$ cat src/rtl/zx_sram_arbiter.sv
// Arbiter for the shared video/system SRAM: video, CPU and aux masters get fixed-length
// accesses (ADDR, STROBE x N, LATCH) with registered strobes and a one-cycle ack.
`timescale 1ns/1ps
module zx_sram_arbiter #(
  parameter int ADDR_W        = 19,
  parameter int STROBE_CYCLES = 2,
  parameter int AUX_MAX_WAIT  = 7
) (
  input  logic              clk28,
  input  logic              rst_n,
  input  logic              vid_req,
  input  logic [ADDR_W-1:0] vid_addr,
  output logic              vid_ack,
  input  logic              cpu_req,
  input  logic              cpu_wr,
  input  logic [ADDR_W-1:0] cpu_addr,
  input  logic [7:0]        cpu_wdata,
  output logic              cpu_ack,
  input  logic              aux_req,
  input  logic              aux_wr,
  input  logic [ADDR_W-1:0] aux_addr,
  input  logic [7:0]        aux_wdata,
  output logic              aux_ack,
  output logic [7:0]        rdata,
  output logic              busy,
  output logic [ADDR_W-1:0] va,
  input  logic [7:0]        vd_i,
  output logic [7:0]        vd_o,
  output logic              vd_oe,
  output logic              n_vrd,
  output logic              n_vwr
);
  typedef enum logic [1:0] {IDLE, ADDR, STROBE, LATCH} state_t;
  typedef enum logic [1:0] {OWN_VID, OWN_CPU, OWN_AUX} own_t;
  typedef struct packed {
    logic              wr;
    logic [ADDR_W-1:0] addr;
    logic [7:0]        wdata;
  } acc_t;

  localparam int            SW       = (STROBE_CYCLES > 1) ? $clog2(STROBE_CYCLES) : 1;
  localparam logic [SW-1:0] STB_LAST = SW'(STROBE_CYCLES - 1);
  localparam logic [3:0]    AUX_LIM  = 4'(AUX_MAX_WAIT);

  state_t        state;
  own_t          owner;
  logic          wr_q;
  logic [SW-1:0] stb_cnt;
  logic [3:0]    aux_cnt;

  logic vid_el, cpu_el, aux_el, gnt_vld;
  own_t gnt;
  acc_t gnt_acc;

  // The master finishing its LATCH cycle sits out this decision, so a
  // different requester can follow back-to-back.
  always_comb begin
    vid_el  = vid_req && !(state == LATCH && owner == OWN_VID);
    cpu_el  = cpu_req && !(state == LATCH && owner == OWN_CPU);
    aux_el  = aux_req && !(state == LATCH && owner == OWN_AUX);
    gnt_vld = (state == IDLE || state == LATCH) && (vid_el || cpu_el || aux_el);
    gnt     = OWN_VID;
    if (vid_el)                             gnt = OWN_VID;
    else if (aux_el && aux_cnt == AUX_LIM)  gnt = OWN_AUX;
    else if (cpu_el)                        gnt = OWN_CPU;
    else if (aux_el)                        gnt = OWN_AUX;
    case (gnt)
      OWN_CPU: gnt_acc = {cpu_wr, cpu_addr, cpu_wdata};
      OWN_AUX: gnt_acc = {aux_wr, aux_addr, aux_wdata};
      default: gnt_acc = {1'b0, vid_addr, 8'h00};
    endcase
  end

  always_ff @(posedge clk28 or negedge rst_n) begin
    if (!rst_n) begin
      state   <= IDLE;
      owner   <= OWN_VID;
      wr_q    <= 1'b0;
      stb_cnt <= '0;
      aux_cnt <= '0;
      va      <= '0;
      vd_o    <= '0;
      vd_oe   <= 1'b0;
      n_vrd   <= 1'b1;
      n_vwr   <= 1'b1;
      vid_ack <= 1'b0;
      cpu_ack <= 1'b0;
      aux_ack <= 1'b0;
      rdata   <= '0;
      busy    <= 1'b0;
    end else begin
      vid_ack <= 1'b0;
      cpu_ack <= 1'b0;
      aux_ack <= 1'b0;

      // Saturates at the threshold so a run of video grants cannot push
      // the count past the point where aux outranks cpu.
      if (!aux_req)
        aux_cnt <= '0;
      else if (gnt_vld) begin
        if (gnt == OWN_AUX)                 aux_cnt <= '0;
        else if (aux_el && aux_cnt < AUX_LIM) aux_cnt <= aux_cnt + 4'd1;
      end

      case (state)
        IDLE, LATCH: begin
          vd_oe <= 1'b0;
          if (gnt_vld) begin
            state <= ADDR;
            busy  <= 1'b1;
            owner <= gnt;
            wr_q  <= gnt_acc.wr;
            va    <= gnt_acc.addr;
            vd_o  <= gnt_acc.wdata;
          end else begin
            state <= IDLE;
            busy  <= 1'b0;
          end
        end
        ADDR: begin
          state   <= STROBE;
          stb_cnt <= '0;
          n_vrd   <= wr_q;
          n_vwr   <= !wr_q;
          vd_oe   <= wr_q;
        end
        STROBE: begin
          if (stb_cnt == STB_LAST) begin
            state   <= LATCH;
            n_vrd   <= 1'b1;
            n_vwr   <= 1'b1;
            if (!wr_q) rdata <= vd_i;
            vid_ack <= (owner == OWN_VID);
            cpu_ack <= (owner == OWN_CPU);
            aux_ack <= (owner == OWN_AUX);
          end else
            stb_cnt <= stb_cnt + 1'b1;
        end
        default: state <= IDLE;
      endcase
    end
  end
endmodule

$ cat config.mk
export PLATFORM = sky130hd
export DESIGN_NAME = zx_sram_arbiter
export DESIGN_NICKNAME = d
export VERILOG_FILES = /design/src/rtl/zx_sram_arbiter.sv
export SDC_FILE = /design/constraint.sdc
export NUM_CORES = 1
export LEC_CHECK = 0
export ABC_AREA = 1
export BUFFER_PORTS_ARGS = -buffer_cell sky130_fd_sc_hd__buf_2
export CORE_MARGIN = 2
export CORE_UTILIZATION = 46
export DETAILED_ROUTE_END_ITERATION = 10
export PLACE_DENSITY = 0.9
export SLEW_MARGIN = 15
export SYNTH_ARGS = -nofsm -noshare
export SYNTH_HDL_FRONTEND = slang
export SYNTH_SLANG_ARGS = --single-unit
$ cat constraint.sdc
create_clock -name clk28 -period 2.72 [get_ports clk28]
set_input_delay 0.272 -clock clk28 [delete_from_list [all_inputs] [get_ports clk28]]
set_output_delay 0.272 -clock clk28 [all_outputs]
set_load 0.03 [all_outputs]
==> results of run 1 <==
==> Yosys cell counts (2+ instances only) <==
cell type / n / area, um2
a22o_1: 28 / 245
buf_2: 11 / 55.1
buf_6: 2 / 22.5
dfrtp_1: 50 / 1250
dfstp_2: 2 / 52.6
ha_1: 7 / 87.6
inv_1: 15 / 56.3
inv_2: 2 / 7.51
mux2_2: 8 / 90.1
mux2i_1: 19 / 190
nand2_1: 62 / 233
nand3_1: 11 / 55.1
nor2_1: 9 / 33.8
nor3_1: 5 / 25.0
o21ai_0: 28 / 140
o21ai_1: 3 / 15.0
o21ai_2: 3 / 26.3
==> logic make-up after synthesis <==
family | count (synthesis)
and+or+nand+nor | 91
adders and majority gates | 7
muxes | 27
buffers and inverters | 32
DFF | 52
AOI/OAI and AO/OA | 67
==> how the worst max path moves through the flow <==
stage / start / endpoint / slack [ps] / depth (start not counted)
after floorplan: state[0] / va[15] / 580 / 11
after global placement: state[0] / va[15] / 360 / 9
after detailed placement: state[0] / va[12] / 240 / 8
after CTS: state[0] / vd_o[4] / 230 / 8
after global routing: state[0] / wr_q / 170 / 8
final: state[0] / va[15] / 380 / 8
==> registers in the layout, summed over array words and instances, names as in the netlist, 2 cells and up <==
name	cells
rdata	8
state	2
owner	2
aux_cnt	4
vd_o	8
va	19
==> layout make-up <==
| cell class | count | area, um2 | share of cell area |
|---|---|---|---|
| multi-input combinational | 192 | 1210 | 0.352 |
| clock buffer | 6 | 82.6 | 0.0240 |
| inverter | 18 | 67.6 | 0.0196 |
| timing repair buffer | 133 | 676 | 0.196 |
| tap | 72 | 90.1 | 0.0262 |
| clock inverter | 2 | 10.0 | 0.00291 |
| sequential | 52 | 1300 | 0.379 |
==> stage by stage <==
step | cell area, um2 | utilization | power, mW | hold slack, ps | instances
after floorplan | 2660 | - | 2.87 | -23.6 | 276
after global placement | 3350 | 0.604 | 3.29 | 383 | 467
after detailed placement | 3350 | 0.604 | 3.38 | 397 | 467
after CTS | 3440 | 0.621 | 3.83 | 64.0 | 475
after global routing | 3440 | 0.621 | 4.09 | 97.7 | 475
final | 3440 | 0.621 | 3.79 | 37.2 | 475
==> per-layer routing <==
metal / GRT usage / vias to the layer above / share of wire
met1: 0.248 / 1108 / 0.41
met5: 0 / - / 0
met3: 0.0393 / 9 / 0.063
li1: - / 1200 / -
met2: 0.368 / 92 / 0.51
met4: 0.0881 / 0 / 0.016
==> worst reg2reg max path: cells and delay by family, from the launching register on <==
family	cells	cell delay, ps
buf+inv	1	290
flops	1	420
fa+ha+maj	2	650
mux	1	250
simple gates	3	530
compound gates	1	70
==> where the power goes <==
group          switching (mW)  internal, mW  leakage, nW
clock network           0.246         0.203       0.0510
registers               0.180          1.10        0.661
logic                    1.40         0.661         1.18
total                    1.82          1.97         1.89
==> timing repair <==
| item | 4_1_cts | 5_1_grt |
|---|---|---|
| resized for setup | 0 | 1 |
| endpoints found under the setup margin | 0 | 2 |
| hold endpoints to repair | 0 | 0 |
==> results.json, run 1 <==
{
  "skew_ps": 2.43,
  "worst_r2r_endpoint": "va[15]",
  "clkTransAtPathRegs_ps": 90,
  "grt_pass1_wl_mm": 10.4,
  "yosysUniqueCellTypes": 28,
  "finalSetupViolCount": 0,
  "fmax_ghz": 0.428,
  "cap_violations": 0,
  "rr_worst_depth": 8,
  "gp_congestion": 0.836,
  "r2r_start": "state[0]",
  "htreeDepth": 2,
  "layout.nets": 497,
  "synth_edf_count": 0,
  "core_um2": 5540,
  "synthAdderAreaFrac": 0.0329,
  "rsz0062_at_grt": "false",
  "syn2layout_area_growth_pct": 29.2,
  "row_count": 27,
  "startpoint_type": "flip-flop",
  "status": "finished, final reports clean",
  "antenna_found_initial": 0,
  "period_needed_ps": 2340,
  "die_w_um": 80.1,
  "crit_chain": "ha_1, nand3_1, nand2_1, nor3_1, ha_2, buf_4, mux2i_1, o21ai_2",
  "cts_tree": "yes",
  "tightest_slew_ps": 769,
  "synthMuxAreaShare": 0.105,
  "path_delay_family": "adder cells",
  "synthArstFlopShare": 1.00,
  "slew_headroom": 0.487,
  "yosysWarnings": 0,
  "ant_nets": 0,
  "synth-compound-area-share": 0.173,
  "tns_ps": 0,
  "grt_max_degree": 61,
  "dp_slack_ps": 243,
  "die_area_um2": 6420,
  "wl_per_cell_um": 13.6,
  "syn_nets": 371,
  "mostFrequentLayoutCell": "buf_2",
  "drt-pass1-iter-count": 4,
  "drcViolationCount": 0,
  "slew_viol_final": 0,
  "synthXorXnorAreaFrac": 0,
  "overflow": 0,
  "critPathMaxFanout": 11,
  "hold_viol": 0,
  "dr_total_vias": 2409,
  "end_kind": "flip-flop",
  "hold_buffers": 0,
  "hold_path_class": "in2async",
  "wl_mm": 6.46,
  "diodes": 0,
  "vias_per_cell": 5.07,
  "yosysSeqAreaShare": 0.489,
  "grt_pass1_vias": 2360,
  "cts_buffers": 5,
  "drive_above_1_share": 0.397,
  "slowest_stage": "dfrtp_1",
  "synth_ff_type": "dfrtp_1",
  "n_fill_cell": 476,
  "die_h_um": 80.1,
  "mostFrequentLayoutCells": "buf_2 (129), nand2_1 (62), dfrtp_1 (50)",
  "cts.path.max_buffers": 2,
  "required_ps": 2900,
  "postSynthCellCount": 276,
  "leakagePower_nw": 1.89,
  "cts_root_buf": "clkbuf_8",
  "clk_latency_ps": 300,
  "critPathBufInv": 1,
  "r2r_setup_slack_ps": 380,
  "synth_top_family_by_area": "compound AO/OA/AOI/OAI gates",
  "period_share": 0.859,
  "peakVddDrop_mv": 0.497,
  "path_class": "reg2reg",
  "grt_usage": 0.209,
  "dpl.hpwl_mm": 4.96,
  "arrival_ps": 2510,
  "syn_avg_cell_area_um2": 9.65,
  "cts_setup_buffers": 0,
  "syn_area_um2": 2660,
  "setup_slack_ps": 384,
  "slowest_delay_ps": 420,
  "ioPinCount": 130,
  "cts.sinks": 52,
  "synth_seq_cells": 52,
  "io_buffers": 129,
  "initial_core_util": 0.481,
  "drt_iter0_markers": 93,
  "cellPowerDensity_nw_per_um2": 1100,
  "synthSimpleGateAreaFrac": 0.143
}
Power figures use the tool's default switching activity.
==> inputs of run 2 (changes only) <==
--- a/config.mk
+++ b/config.mk
@@ -10,6 +10,7 @@
 export CORE_MARGIN = 2
 export CORE_UTILIZATION = 46
 export DETAILED_ROUTE_END_ITERATION = 10
+export MAX_ROUTING_LAYER = met4
 export PLACE_DENSITY = 0.9
 export SLEW_MARGIN = 15
 export SYNTH_ARGS = -nofsm -noshare
==> results.json, run 2 (synthesis gave the netlist of run 1 again) <==
{
  "status": "finished, final reports clean",
  "die_h_um": 80.1,
  "finalSetupViolCount": 0,
  "crit_end": "va[12]",
  "tns_ps": 0,
  "peakVddDrop_mv": 0.499,
  "arrival_ps": 2500,
  "stdcell_count": 475,
  "overflow": 0,
  "row_count": 27,
  "period_share": 0.858,
  "tightest_slew_ps": 767,
  "rsz0062_at_grt": "false",
  "critPathMaxFanout": 11,
  "core_um2": 5540,
  "fmax_ghz": 0.429,
  "mostFrequentLayoutCell": "buf_2",
  "grt_max_degree": 61,
  "grt_pass1_wl_mm": 10.4,
  "htreeDepth": 2,
  "vias_per_cell": 5.07,
  "clk_latency_ps": 300,
  "hold_viol": 0,
  "top_register": "va",
  "die_w_um": 80.1,
  "wl_mm": 6.47,
  "mostFrequentLayoutCells": "buf_2 (129), nand2_1 (62), dfrtp_1 (50)",
  "dpl.hpwl_mm": 4.96,
  "diodes": 0,
  "layout.nets": 497,
  "cellPowerDensity_nw_per_um2": 1100,
  "cap_violations": 0,
  "cts_buffers": 5,
  "worst_r2r_endpoint": "va[12]",
  "startpoint_type": "flip-flop",
  "post-place-cells": 467,
  "required_ps": 2890,
  "die_area_um2": 6420,
  "cts_root_buf": "clkbuf_8",
  "ioPinCount": 130,
  "leakagePower_nw": 1.89,
  "cts.sinks": 52,
  "reg_top3": "va: 19 flops, rdata: 8 flops, vd_o: 8 flops",
  "grt_pass1_vias": 2357,
  "largest_reg_flops": 19,
  "final_util": 0.621,
  "r2r_start": "state[0]",
  "hold_buffers": 0,
  "antenna_found_initial": 0,
  "gp_congestion": 0.849,
  "grt_usage": 0.214,
  "rr_worst_depth": 8,
  "end_kind": "flip-flop",
  "post_cts_resized": 0,
  "hold_path_class": "in2async",
  "drive_above_1_share": 0.397,
  "r2r_setup_slack_ps": 390,
  "path_class": "reg2reg",
  "dp_slack_ps": 243,
  "crit_start": "state[0]",
  "cts_setup_buffers": 0,
  "ant_nets": 0,
  "slew_viol_final": 0,
  "period_needed_ps": 2330,
  "setup_slack_ps": 387,
  "skew_ps": 2.22,
  "io_buffers": 129,
  "clkTransAtPathRegs_ps": 90,
  "syn2layout_area_growth_pct": 29.2,
  "drt_iter0_markers": 97,
  "drcViolationCount": 0,
  "cts_tree": "yes",
  "power_mw": 3.79,
  "dr_total_vias": 2409,
  "wl_per_cell_um": 13.6,
  "drt-pass1-iter-count": 4,
  "cts.path.max_buffers": 2,
  "initial_core_util": 0.481,
  "slew_headroom": 0.489
}
==> run 2: cell counts in the layout (fill, tap and decap cells not counted) <==
Identical to the previous run, type by type.
==> run 2: stage by stage <==
stage                     area, um2  hold WS, ps
after global placement         3350          383
after detailed placement       3350          397
after CTS                      3440         64.0
after global routing           3440         97.7
final                          3440         35.1
after floorplan                2660        -23.6
==> run 2: worst min path at each step <==
stage | startpoint | end | slack, ps | cells past startpoint
final | rst_n | cpu_ack | 40 | 1
after global routing | rst_n | rdata[3] | 100 | 1
after detailed placement | rst_n | cpu_ack | 400 | 1
after floorplan | rst_n | aux_ack | -20 | 0
after global placement | rst_n | vd_oe | 380 | 1
after CTS | rst_n | rdata[3] | 60 | 1
==> run 2: critical path: stages (launching register included) <==
cell and delay (ps):
dfrtp_1 420, ha_1 240, nand3_1 110, nand2_1 90, nor3_1 330, ha_2 410, buf_4 290, mux2i_1 210
o21ai_0 90
==> run 2: layer usage <==
layer  vias to the layer above  routed length [um]  GRT usage
met5                         -                   0          -
met4                         0                 119     0.0881
met3                        11                 338     0.0337
met2                        89                3300      0.368
met1                      1109                2710      0.251
li1                       1200                   -          -
==> run 2: area by class of cell <==
| type | count | area, um2 |
|---|---|---|
| fillers | 476 | 2100 |
| flip-flops and latches | 52 | 1300 |
| multi-input cells | 192 | 1210 |
| repair buffers | 133 | 676 |
| well taps | 72 | 90.1 |
| clock buffers | 6 | 82.6 |
| inverters | 18 | 67.6 |
| clock inverters | 2 | 10.0 |
==> run 2: power breakdown <==
part	total, mW	internal [mW]	switching, mW
registers	1.28	1.10	0.180
logic	2.06	0.661	1.40
clock network	0.449	0.203	0.246
total	3.79	1.97	1.83
